--- config.mk ---
export PLATFORM = sky130hd
export DESIGN_NAME = mc_controller
export DESIGN_NICKNAME = d
export VERILOG_FILES = /design/src/rtl/mc_controller.sv
export SDC_FILE = /design/constraint.sdc
export NUM_CORES = 1
export LEC_CHECK = 0
export BUFFER_PORTS_ARGS = -buffer_cell sky130_fd_sc_hd__buf_2
export CORE_AREA = 2 2 46 48
export CTS_BUF_LIST = sky130_fd_sc_hd__clkbuf_4 sky130_fd_sc_hd__clkbuf_8
export CTS_CLUSTER_SIZE = 25
export DETAILED_ROUTE_END_ITERATION = 7
export DIE_AREA = 0 0 48 50
export SLEW_MARGIN = 40
export SYNTH_ARGS = -nofsm -noshare
export SYNTH_HDL_FRONTEND = slang
export SYNTH_SLANG_ARGS = --single-unit
--- constraint.sdc ---
create_clock -name clk -period 2.68 [get_ports clk]
set_input_delay 0.268 -clock clk [delete_from_list [all_inputs] [get_ports clk]]
set_output_delay 0.268 -clock clk [all_outputs]
set_load 0.005 [all_outputs]
--- src/rtl/mc_controller.sv ---
// Control unit for the multicycle RISC-V core: Moore main FSM plus ALU and immediate decoders.
// Latency: outputs are combinational from the current state and instruction fields (same cycle).
// Backpressure: none; the FSM advances every clock, and write enables are gated low during reset.
module mc_controller (
  input  logic       clk,
  input  logic       reset,
  input  logic [6:0] op,
  input  logic [2:0] funct3,
  input  logic       funct7b5,
  input  logic       Zero,
  output logic       PCWrite,
  output logic       AdrSrc,
  output logic       MemWrite,
  output logic       IRWrite,
  output logic [1:0] ResultSrc,
  output logic [1:0] ALUSrcA,
  output logic [1:0] ALUSrcB,
  output logic [1:0] ImmSrc,
  output logic [2:0] ALUControl,
  output logic       RegWrite,
  output logic [3:0] state
);

  // Opcodes recognised by the decoder
  localparam logic [6:0] OP_LOAD   = 7'b0000011;
  localparam logic [6:0] OP_STORE  = 7'b0100011;
  localparam logic [6:0] OP_RTYPE  = 7'b0110011;
  localparam logic [6:0] OP_ITYPE  = 7'b0010011;
  localparam logic [6:0] OP_JAL    = 7'b1101111;
  localparam logic [6:0] OP_BRANCH = 7'b1100011;

  typedef enum logic [3:0] {
    S_FETCH    = 4'd0,
    S_DECODE   = 4'd1,
    S_MEMADR   = 4'd2,
    S_MEMREAD  = 4'd3,
    S_MEMWB    = 4'd4,
    S_MEMWRITE = 4'd5,
    S_EXECR    = 4'd6,
    S_ALUWB    = 4'd7,
    S_EXECI    = 4'd8,
    S_JAL      = 4'd9,
    S_BEQ      = 4'd10
  } state_t;

  // Internal ALU operation class handed from the FSM to the ALU decoder
  typedef enum logic [1:0] {
    ALUOP_ADD   = 2'b00,
    ALUOP_SUB   = 2'b01,
    ALUOP_FUNCT = 2'b10
  } aluop_t;

  state_t cur_state;
  state_t nxt_state;

  aluop_t alu_op;
  logic   pc_update;
  logic   branch;
  logic   adr_src;
  logic   mem_write_raw;
  logic   ir_write_raw;
  logic   reg_write_raw;
  logic [1:0] result_src;
  logic [1:0] alu_src_a;
  logic [1:0] alu_src_b;

  // State register: asynchronous return to FETCH whenever reset is asserted
  always_ff @(posedge clk or negedge reset) begin
    if (!reset) begin
      cur_state <= S_FETCH;
    end else begin
      cur_state <= nxt_state;
    end
  end

  // Next-state logic; unsupported opcodes and unused encodings fall back to FETCH
  always_comb begin
    nxt_state = S_FETCH;
    case (cur_state)
      S_FETCH:  nxt_state = S_DECODE;
      S_DECODE: begin
        case (op)
          OP_LOAD, OP_STORE: nxt_state = S_MEMADR;
          OP_RTYPE:          nxt_state = S_EXECR;
          OP_ITYPE:          nxt_state = S_EXECI;
          OP_JAL:            nxt_state = S_JAL;
          OP_BRANCH:         nxt_state = S_BEQ;
          default:           nxt_state = S_FETCH;
        endcase
      end
      S_MEMADR:   nxt_state = (op == OP_LOAD) ? S_MEMREAD : S_MEMWRITE;
      S_MEMREAD:  nxt_state = S_MEMWB;
      S_MEMWB:    nxt_state = S_FETCH;
      S_MEMWRITE: nxt_state = S_FETCH;
      S_EXECR:    nxt_state = S_ALUWB;
      S_EXECI:    nxt_state = S_ALUWB;
      S_ALUWB:    nxt_state = S_FETCH;
      S_JAL:      nxt_state = S_ALUWB;
      S_BEQ:      nxt_state = S_FETCH;
      default:    nxt_state = S_FETCH;
    endcase
  end

  // Moore output table: selects and raw enables for each state
  always_comb begin
    alu_op        = ALUOP_ADD;
    pc_update     = 1'b0;
    branch        = 1'b0;
    adr_src       = 1'b0;
    mem_write_raw = 1'b0;
    ir_write_raw  = 1'b0;
    reg_write_raw = 1'b0;
    result_src    = 2'b00;
    alu_src_a     = 2'b00;
    alu_src_b     = 2'b00;
    case (cur_state)
      S_FETCH: begin
        ir_write_raw = 1'b1;
        alu_src_b    = 2'b10;
        result_src   = 2'b10;
        pc_update    = 1'b1;
      end
      S_DECODE: begin
        // Branch target is precomputed here from OldPC + immediate
        alu_src_a = 2'b01;
        alu_src_b = 2'b01;
      end
      S_MEMADR: begin
        alu_src_a = 2'b10;
        alu_src_b = 2'b01;
      end
      S_MEMREAD: begin
        adr_src = 1'b1;
      end
      S_MEMWB: begin
        result_src    = 2'b01;
        reg_write_raw = 1'b1;
      end
      S_MEMWRITE: begin
        adr_src       = 1'b1;
        mem_write_raw = 1'b1;
      end
      S_EXECR: begin
        alu_src_a = 2'b10;
        alu_op    = ALUOP_FUNCT;
      end
      S_EXECI: begin
        alu_src_a = 2'b10;
        alu_src_b = 2'b01;
        alu_op    = ALUOP_FUNCT;
      end
      S_ALUWB: begin
        reg_write_raw = 1'b1;
      end
      S_JAL: begin
        alu_src_a = 2'b01;
        alu_src_b = 2'b10;
        pc_update = 1'b1;
      end
      S_BEQ: begin
        alu_src_a = 2'b10;
        alu_op    = ALUOP_SUB;
        branch    = 1'b1;
      end
      default: begin
        alu_op = ALUOP_ADD;
      end
    endcase
  end

  // ALU decoder: funct-class operations pick the function from funct3/funct7
  always_comb begin
    ALUControl = 3'b000;
    case (alu_op)
      ALUOP_ADD: ALUControl = 3'b000;
      ALUOP_SUB: ALUControl = 3'b001;
      ALUOP_FUNCT: begin
        case (funct3)
          3'b000:  ALUControl = (op[5] & funct7b5) ? 3'b001 : 3'b000;
          3'b010:  ALUControl = 3'b101;
          3'b110:  ALUControl = 3'b011;
          3'b111:  ALUControl = 3'b010;
          default: ALUControl = 3'b000;
        endcase
      end
      default: ALUControl = 3'b000;
    endcase
  end

  // Immediate format decoder, independent of the FSM state
  always_comb begin
    ImmSrc = 2'b00;
    case (op)
      OP_LOAD, OP_ITYPE: ImmSrc = 2'b00;
      OP_STORE:          ImmSrc = 2'b01;
      OP_BRANCH:         ImmSrc = 2'b10;
      OP_JAL:            ImmSrc = 2'b11;
      default:           ImmSrc = 2'b00;
    endcase
  end

  // Enables are masked by reset so nothing can write while the core is held
  assign PCWrite   = reset & (pc_update | (branch & Zero));
  assign IRWrite   = reset & ir_write_raw;
  assign RegWrite  = reset & reg_write_raw;
  assign MemWrite  = reset & mem_write_raw;
  assign AdrSrc    = adr_src;
  assign ResultSrc = result_src;
  assign ALUSrcA   = alu_src_a;
  assign ALUSrcB   = alu_src_b;
  assign state     = cur_state;

endmodule

Yosys cells after proc, flatten, opt, wreduce, memory -nomap -nowiden. Cells that the tools add are included.

Add/subtract/negate cells: 0. Equal/unequal tests: 21. $mul: 0. Reductions and logical operators: 11. Div/mod/pow operators: 0. Shift operators: 0. Bitwise operators: 7. Order comparisons: 0. Muxes and demuxes: 17.

Operators by type and width (number): one-hot mux 4 bit (5 select lines) (2); equality test 4 x 3 -> 1 bit (second input constant) (4); one-hot mux 2 bit (2 select lines) (4); equality test 7 x 6 -> 1 bit (second input constant) (2); equality test 7 bit (second input constant) (2); equality test 4 bit (second input constant) (3); one-hot mux 3 bit (4 select lines) (1); OR reduction 2 bit (6); equality test 4 x 2 -> 1 bit (second input constant) (2); equality test 7 x 2 -> 1 bit (second input constant) (1); equality test 7 x 5 -> 1 bit (second input constant) (1); 2-to-1 mux 1 bit (7); AND 1 bit (6); equality test 3 bit (second input constant) (2); one-hot mux 2 bit (3 select lines) (1); one-hot mux 3 bit (2 select lines) (1); OR reduction 3 bit (2); equality test 4 x 1 -> 1 bit (second input constant) (1); zero test 4 bit (1); OR reduction 4 bit (1); equality test 3 x 2 -> 1 bit (second input constant) (1); zero test 3 bit (1); 2-to-1 mux 3 bit (1); equality test 2 x 1 -> 1 bit (second input constant) (1); other kinds (2) (2).

Output and inout bits: 20. Word-level logic and storage cells: 57. ROM bits: 0. Bits in latches: 0. Memories kept: 0. Memory bits (writable): 0. Flip-flop bits (word level): 4. Bits of input ports: 14.

Depth between registers and ports, before layout. Gate-level depths: netlist of run 1.

Word-level depth: 5. Depth in mapped cells: 8. Mapped depth without buffers: 7.

Least setup slack after synthesis of run 1. No wires, ideal clock.

Path type: register -> output. Start point: register cur_state[2], in the netlist state[2]. End point: output port ALUControl[2]. Buffers on the path: 1. Arrival: 1.696 ns. Path slack: 0.716 ns. Cell stages (with the launch flop): 9. Data required time: 2.412 ns. Cell sequence: dfrtp_1 clkbuf_1 inv_1 nor2_1 nand2_1 a21oi_1 ha_1 nand3b_1 nor3_1.

Cells in the longest elaborated chain, start to end: 5. Elaborated cells on any way between the ends: 8. Those cells by class: eq/ne: 5; mux: 2; reduce/logical: 1.

RTL lines: start, declared (line 53) `state_t cur_state;`; start signal, assigned (line 72) `cur_state <= nxt_state;`; equality test 4 bit or equality test 4 x 3 -> 1 bit (tied branches) (line 116) `case (cur_state)`; OR reduction 2 bit (no line); one-hot mux 2 bit (2 select lines) (*) (line 116); equality test 2 bit or equality test 2 x 1 -> 1 bit (tied branches) (line 174) `case (alu_op)`; one-hot mux 3 bit (2 select lines) (*) (line 174); end, declared (line 19) `output logic [2:0] ALUControl,`.

Every way passes the cells marked *; elsewhere a longest branch is shown, timed or not.

Worst setup path after layout of run 1.
Start point: register cur_state[3], in the netlist state[3]. End point: output port ALUControl[2].

Same word-level chain as after synthesis.

==> metrics.txt, run 1 <==
switching share of power 40.5%; Least-Margin Pin Slew 412 ps; status finished, final reports clean; Min Clock Period, post-route 2360 ps; Max Fanout on Critical Path 12; Inserted Clock Buffers 3; CP endpoint kind output port; row count 16; hpwl dp 1140 um; Clk pwr share 20.5%; width of the die 48 um; Worst Path Buf+Inv 2; final setup TNS 0 ps; io pins 34; CP most frequent cell nor3_1; Worst EP arrival 2090 ps; max-cap viol count 0; Die Y 50 um; hold_sp op[2]; Final Skew 2.53 ps; Routed Antenna Nets 0; R2R Setup Slk 1390 ps; Avg WL per Cell 11.3 um; clock sink count 4; share of post-route cells with drive strength above 1 38.3%; Pwr per Cell Area 473 nW/um^2; number of global-route vias before repair 552; drc violations 0; core area 1900 sq um; Initial Utilization 28.0%; post-synthesis cell type count 30; global-route wire length before repair 2250 um; Reg clk slew, reported paths 40 ps; sequential share of power 23.1%; worst hold stages 3; fillers 214; Hold Path End state[0]$_DFF_PN0_; CTS root buf clkbuf_4; Pins Over Slew Limit 0; post-synthesis register bit count 4; Worst-Skew Late Latency 230 ps; die area 2400 sq um; Mapped Nets 90; Net Sw Power 0.144 mW; growth of design area from synthesis to finish 41.3%; Mapped Cells 74; cell family with most CP delay simple AND/OR/NAND/NOR gates; total congestion overflow 0; Internal Pwr Total 0.212 mW; critical path, cell by cell nand2_1 -> nor3_1 -> inv_1 -> ha_1 -> nand3b_1 -> nor3_1 -> buf_2; GRT Total Usage 12.8%; r2r worst-path depth 3; Worst Hold Class in2reg; max reg flops 4; Port Buffers 33; CTS tree built; CP max stage cell dfrtp_1; initial DRC count 3; Placer Congestion 0.753; most frequent cells in the layout 33 x buf_2, 8 x nand2_1, 8 x inv_1; fin util 39.6%; yosys warns 0; r2r startpoint state[2]$_DFF_PN0_; H-Tree Depth 1; critical setup path kind reg2out; Fin. Hold Viols 0; FMAX 0.424 GHz; largest net degree at the start of global routing 18; Pwr Total 0.357 mW; clock buffer depth 2; Routed WL 1510 um; relative max-transition margin 72.6%; R2R Path End state[1]$_DFF_PN0_; WP data required 2410 ps; Syn Area/Cell 7.20 sq um; Post-CTS Setup Bufs 0; VDD IR-drop max 0.292 mV; commonest non-fill, non-tap cell in the layout buf_2; slowest stage delay, CP 570 ps; Final period util 88.1%; leak pwr 0.384 nW; Antenna Diode Count 0; TritonRoute pass-1 iters 4; logic gate share of total power 56.5%; mapped cell area 533 sq um; Layout Nets 125; CP startpoint kind flip-flop; initial antenna violation count 0; vias per inst 4.95; RSZ-0062 raised after global routing no; vias 663; endpoints failing setup 0; register area share after synthesis 18.8%
Yosys cell counts:
| cell | count | area share (%) |
|---|---|---|
| and3_1 | 3 | 3.5 |
| buf_2 | 1 | 0.94 |
| a2111o_1 | 1 | 2.1 |
| nor2b_1 | 1 | 1.2 |
| nor3_1 | 6 | 5.6 |
| clkbuf_1 | 4 | 2.8 |
| nor2_1 | 7 | 4.9 |
| and2_1 | 1 | 1.2 |
| a21o_1 | 1 | 1.4 |
| a21oi_1 | 2 | 1.9 |
| or4_4 | 1 | 2.1 |
| xor2_1 | 2 | 3.3 |
| o41ai_1 | 2 | 3.3 |
| a31o_2 | 1 | 1.6 |
| o311ai_1 | 1 | 1.6 |
| nand2_1 | 8 | 5.6 |
| maj3_1 | 1 | 1.9 |
| a211oi_1 | 2 | 2.8 |
| nand4bb_4 | 1 | 5.2 |
| o21ai_0 | 4 | 3.8 |
| dfrtp_1 | 4 | 19 |
| nand3b_1 | 1 | 1.4 |
| inv_1 | 8 | 5.6 |
| nor4_1 | 1 | 1.2 |
| nand4b_1 | 1 | 1.6 |
| nand4_1 | 1 | 1.2 |
| ha_1 | 2 | 4.7 |
| a31oi_1 | 3 | 3.5 |
| and4b_1 | 1 | 1.9 |
| xnor2_1 | 2 | 3.3 |
metal layers:
layer | routed length, um | GRT usage (%) | vias up
li1 | - | - | 334
met1 | 686 | 17.1 | 300
met2 | 720 | 19.6 | 29
met3 | 102 | 3.30 | 0
met4 | 0 | 4.05 | 0
met5 | 0 | 0 | -
metrics by stage:
stage / hold WS [ps] / setup slack [ps] / area (sq um) / std cells
floorplan: -27.6 / 716 / 533 / 74
detailed placement: 105 / 518 / 719 / 130
CTS: 398 / 254 / 752 / 134
finish: 413 / 320 / 753 / 134
global route: 426 / 81.7 / 753 / 134
global placement: 102 / 500 / 719 / 130
power groups by stage:
stage / clock (mW) / combinational (mW) / sequential (mW)
2_1_floorplan: 0 / 0.119 / 0.0774
3_3_place_gp: 0 / 0.200 / 0.0820
3_5_place_dp: 0 / 0.203 / 0.0831
4_1_cts: 0.0764 / 0.204 / 0.0823
5_1_grt: 0.0821 / 0.228 / 0.0846
6_report: 0.0729 / 0.201 / 0.0822
what timing repair did:
| action | CTS | global route |
|---|---|---|
| hold buffers | 1 | 0 |
| hold endpoints to repair | 4 | 0 |
| endpoints found under the setup margin | 0 | 1 |
| resized for setup | 0 | 1 |
worst reg2reg max path: cells and delay by family (launching register included):
kind                   cells  cell delay, ps
DFF                        1             580
AOI/OAI and AO/OA          2             470
buffers and inverters      1             130
area by class of cell:
| type | instances | area, sq um | share of cell area [%] |
|---|---|---|---|
| Clock buffer | 3 | 22.5 | 2.99 |
| Inverter | 8 | 30.0 | 3.99 |
| Multi-Input combinational cell | 57 | 383 | 50.8 |
| Sequential cell | 4 | 101 | 13.5 |
| Tap cell | 27 | 33.8 | 4.49 |
| Timing Repair Buffer | 35 | 183 | 24.3 |
how the worst max path moves through the flow:
stage	start	slack [ps]	depth (start not counted)	end
5_1_grt	state[3]$_DFF_PN0_	80	7	ALUControl[2]
2_1_floorplan	state[2]$_DFF_PN0_	720	8	ALUControl[2]
3_3_place_gp	state[1]$_DFF_PN0_	500	7	ALUControl[2]
6_report	state[3]$_DFF_PN0_	320	7	ALUControl[2]
4_1_cts	state[1]$_DFF_PN0_	250	7	ALUControl[2]
3_5_place_dp	state[1]$_DFF_PN0_	520	7	ALUControl[2]
logic make-up after synthesis:
| kind of cell | after synthesis | synth area share [%] |
|---|---|---|
| xor gates and xnor gates | 4 | 6.57 |
| AOI/OAI and AO/OA | 17 | 22.1 |
| adders and majority gates | 3 | 6.57 |
| DFF | 4 | 18.8 |
| buffers and inverters | 13 | 9.39 |
| and+or+nand+nor | 33 | 36.6 |
Note: power is estimated with default switching activity, not from simulation.
==> inputs of run 2 (changes only) <==
BUFFER_PORTS_ARGS = not set   (was -buffer_cell sky130_fd_sc_hd__buf_2)
DONT_BUFFER_PORTS = 1   (was not set)
clock period = 2.7 ns   (was 2.68 ns; I/O delays follow)
==> metrics.txt, run 2 (same netlist as run 1, synthesis figures left out) <==
endpoints failing setup 0; Post-CTS Setup Bufs 0; FMAX 0.434 GHz; most frequent cells in the layout 8 x nand2_1, 8 x inv_1, 7 x nor2_1; DP Area 562 sq um; largest net degree at the start of global routing 18; Max Fanout on Critical Path 13; status finished, final reports clean; max reg flops 4; core area 1900 sq um; Pins Over Slew Limit 0; Die Y 50 um; initial DRC count 6; Initial Utilization 28.0%; clock sink count 4; r2r worst-path depth 3; CP startpoint kind flip-flop; Metal-1 WL 647 um; Final period util 85.3%; relative max-transition margin 67.9%; post-CTS sizing 0; PnR worst setup slack 398 ps; Routed WL 1420 um; CTS tree built; leak pwr 0.238 nW; io pins 34; Fin. Hold Viols 0; worst hold stages 2; CTS root buf clkbuf_4; final setup TNS 0 ps; Placer Congestion 0.815; Min Clock Period, post-route 2300 ps; GRT Total Usage 12.2%; total congestion overflow 0; Reg clk slew, reported paths 40 ps; global-route wire length before repair 2110 um; growth of design area from synthesis to finish 11.5%; Worst-Skew Late Latency 240 ps; Layout Nets 93; Final Instance Area 594 sq um; Antenna Diode Count 0; H-Tree Depth 1; Avg WL per Cell 13.9 um; Pwr Total 0.299 mW; share of post-route cells with drive strength above 1 10.7%; vias 548; RSZ-0062 raised after global routing no; die area 2400 sq um; Inserted Clock Buffers 3; Routed Antenna Nets 0; TritonRoute pass-1 iters 4; max-cap viol count 0; width of the die 48 um; Worst Hold Class in2reg; Final Skew 2.29 ps; number of global-route vias before repair 514; CP endpoint kind output port; top sig layer met3; row count 16; Worst EP arrival 2030 ps; initial antenna violation count 0; drc violations 0; WP data required 2430 ps; CTS Hold Buffers Added 1; vias per inst 5.37; DR WL met3 114 um; Pwr per Cell Area 504 nW/um^2; met2 wire len 660 um; clock buffer depth 2; hpwl dp 1070 um; Port Buffers 0; critical setup path kind reg2out; Least-Margin Pin Slew 482 ps; VDD IR-drop max 0.184 mV; pre-CTS setup slack 630 ps
[run 2: changes by cell type in the layout (fill, tap and decap cells not counted)]
| cell | change |
|---|---|
| dfrtp_2 | -1 |
| buf_4 | +1 |
| dfrtp_1 | +1 |
| buf_2 | -33 |
[run 2: worst max-delay path, cell delays in order, from the launching register on]
cell	delay, ps
dfrtp_1	600
inv_1	140
nor2_1	160
nand2_1	90
a21oi_1	170
ha_1	250
nand3b_1	180
nor3_1	210
[run 2: path summary, 6_finish.rpt]
path,slack [ps],startpoint,endpoint
worst max-delay path,400,state[2]$_DFF_PN0_,ALUControl[2]
worst min-delay path,270,op[2],state[0]$_DFF_PN0_
min in group asynchronous,310,reset,state[0]$_DFF_PN0_
max in group asynchronous,2210,reset,state[1]$_DFF_PN0_
worst min register to register,730,state[0]$_DFF_PN0_,state[0]$_DFF_PN0_
worst max register to register,1300,state[1]$_DFF_PN0_,state[2]$_DFF_PN0_
[run 2: metrics by stage]
stage          hold WS [ps]  utilization (%)  cells
6_report                269             31.3    102
5_1_grt                 287             31.3    102
4_1_cts                 261             31.3    102
3_5_place_dp          -25.4             29.5     98
3_3_place_gp          -25.4             29.5     98
2_1_floorplan         -25.6                -     74
[run 2: power by group]
group / switching [mW] / total (mW) / internal, mW
combinational: 0.0915 / 0.142 / 0.0507
sequential: 0.0127 / 0.0823 / 0.0696
clock: 0.0251 / 0.0749 / 0.0498
total: 0.129 / 0.299 / 0.170
[run 2: layer usage]
| metal | vias to the layer above | global-route usage (%) |
|---|---|---|
| li1 | 269 | - |
| met1 | 253 | 15.5 |
| met2 | 26 | 18.4 |
| met3 | 0 | 4.76 |
| met4 | 0 | 4.05 |
| met5 | - | 0 |
[run 2: area by class of cell]
type / instances / area (sq um)
Clock buffer: 3 / 22.5
Fill cell: 219 / 1310
Inverter: 8 / 30.0
Multi-Input combinational cell: 57 / 383
Sequential cell: 4 / 100
Tap cell: 27 / 33.8
Timing Repair Buffer: 3 / 25.0
==> inputs of run 3 (changes only) <==
RECOVER_POWER = 50   (was not set)
==> metrics.txt, run 3 (same netlist as run 1, synthesis figures left out) <==
vias per inst 5.45; status finished, final reports clean; final hold slack 267 ps; GRT Total Usage 12.2%; Fin. Hold Viols 0; Routed WL 1410 um; relative max-transition margin 48.1%; H-Tree Depth 1; footprint of the multi-input gates 367 sq um; CTS tree built; Reg clk slew, reported paths 40 ps; hpwl dp 1070 um; initial DRC count 8; fillers 220; fin util 30.2%; VDD IR-drop max 0.165 mV; clock sink count 4; most frequent cells in the layout 8 x nand2_1, 8 x inv_1, 7 x nor2_1; Post-CTS Setup Bufs 0; Final Skew 2.12 ps; Die Y 50 um; share of post-route cells with drive strength above 1 8.00%; Initial Utilization 28.0%; row count 16; core area 1900 sq um; io pins 34; number of global-route vias before repair 514; vias 556; Worst Hold Class in2reg; worst hold stages 2; width of the die 48 um; drc violations 0; FMAX 0.432 GHz; Layout Nets 93; Worst-Skew Late Latency 240 ps; max-cap viol count 0; Inserted Clock Buffers 3; critical path, cell by cell inv_1 -> nor2_1 -> nand2_1 -> a21oi_1 -> ha_1 -> nand3b_1 -> nor3_1; CP max stage cell dfrtp_1; max reg flops 4; Min Clock Period, post-route 2310 ps; post-CTS sizing 0; Pins Over Slew Limit 0; CP startpoint kind flip-flop; CTS Hold Buffers Added 1; Worst EP arrival 2040 ps; Final period util 85.7%; leak pwr 0.229 nW; RSZ-0062 raised after global routing no; growth of design area from synthesis to finish 7.75%; CP endpoint kind output port; WP data required 2430 ps; global-route wire length before repair 2110 um; endpoints failing setup 0; Placer Congestion 0.815; critical setup path kind reg2out; die area 2400 sq um; initial antenna violation count 0; Avg WL per Cell 13.8 um; Pwr per Cell Area 507 nW/um^2; Least-Margin Pin Slew 779 ps; CTS root buf clkbuf_4; final setup TNS 0 ps; r2r worst-path depth 5; Routed Antenna Nets 0; clock buffer depth 2; Antenna Diode Count 0; Port Buffers 0; slowest stage delay, CP 600 ps; storage element area 100 sq um; Max Fanout on Critical Path 13; largest net degree at the start of global routing 18; TritonRoute pass-1 iters 4; total congestion overflow 0
run 3: worst paths after layout:
| path | from | to | slack [ps] |
|---|---|---|---|
| max | state[2]$_DFF_PN0_ | ALUControl[2] | 390 |
| min | op[2] | state[0]$_DFF_PN0_ | 270 |
| max reg2reg | state[0]$_DFF_PN0_ | state[2]$_DFF_PN0_ | 980 |
| min reg2reg | state[3]$_DFF_PN0_ | state[3]$_DFF_PN0_ | 740 |
| max in group asynchronous | reset | state[1]$_DFF_PN0_ | 2210 |
| min in group asynchronous | reset | state[0]$_DFF_PN0_ | 310 |
run 3: per-stage QoR:
stage	setup WS (ps)	std cells	power (mW)	cell area [sq um]
5_1_grt	163	102	0.323	574
3_5_place_dp	630	98	0.223	562
4_1_cts	361	102	0.305	594
6_report	386	102	0.291	574
2_1_floorplan	734	74	0.195	533
3_3_place_gp	671	98	0.220	562
run 3: metal layers:
| metal | part of all wire [%] | vias up | wire [um] | GRT usage [%] |
|---|---|---|---|---|
| met3 | 7.9 | 0 | 111 | 4.76 |
| met2 | 47 | 27 | 660 | 18.4 |
| met4 | 0 | 0 | 0 | 4.05 |
| met5 | 0 | - | 0 | 0 |
| met1 | 45 | 259 | 639 | 15.5 |
| li1 | - | 270 | - | - |
run 3: layout make-up:
class                   instances  share of cell area, %
multi-input cells              57                   63.8
flip-flops and latches          4                   17.4
inverters                       8                   5.23
clock buffers                   3                   3.92
well taps                      27                   5.88
repair buffers                  3                   3.70
run 3: where the power goes:
part / switching (mW) / leakage (nW) / internal [mW]
clock network: 0.0251 / 0.0138 / 0.0498
logic: 0.0913 / 0.162 / 0.0429
registers: 0.0125 / 0.0539 / 0.0696
total: 0.129 / 0.229 / 0.162
run 3: critical path: cells and delay by family, from the launching register on:
kind | cells | cell delay, ps
AO/OA/AOI/OAI | 1 | 170
adder cells (fa/ha/maj) | 1 | 260
buffers and inverters | 1 | 140
flip-flops | 1 | 600
AND/OR/NAND/NOR | 4 | 640
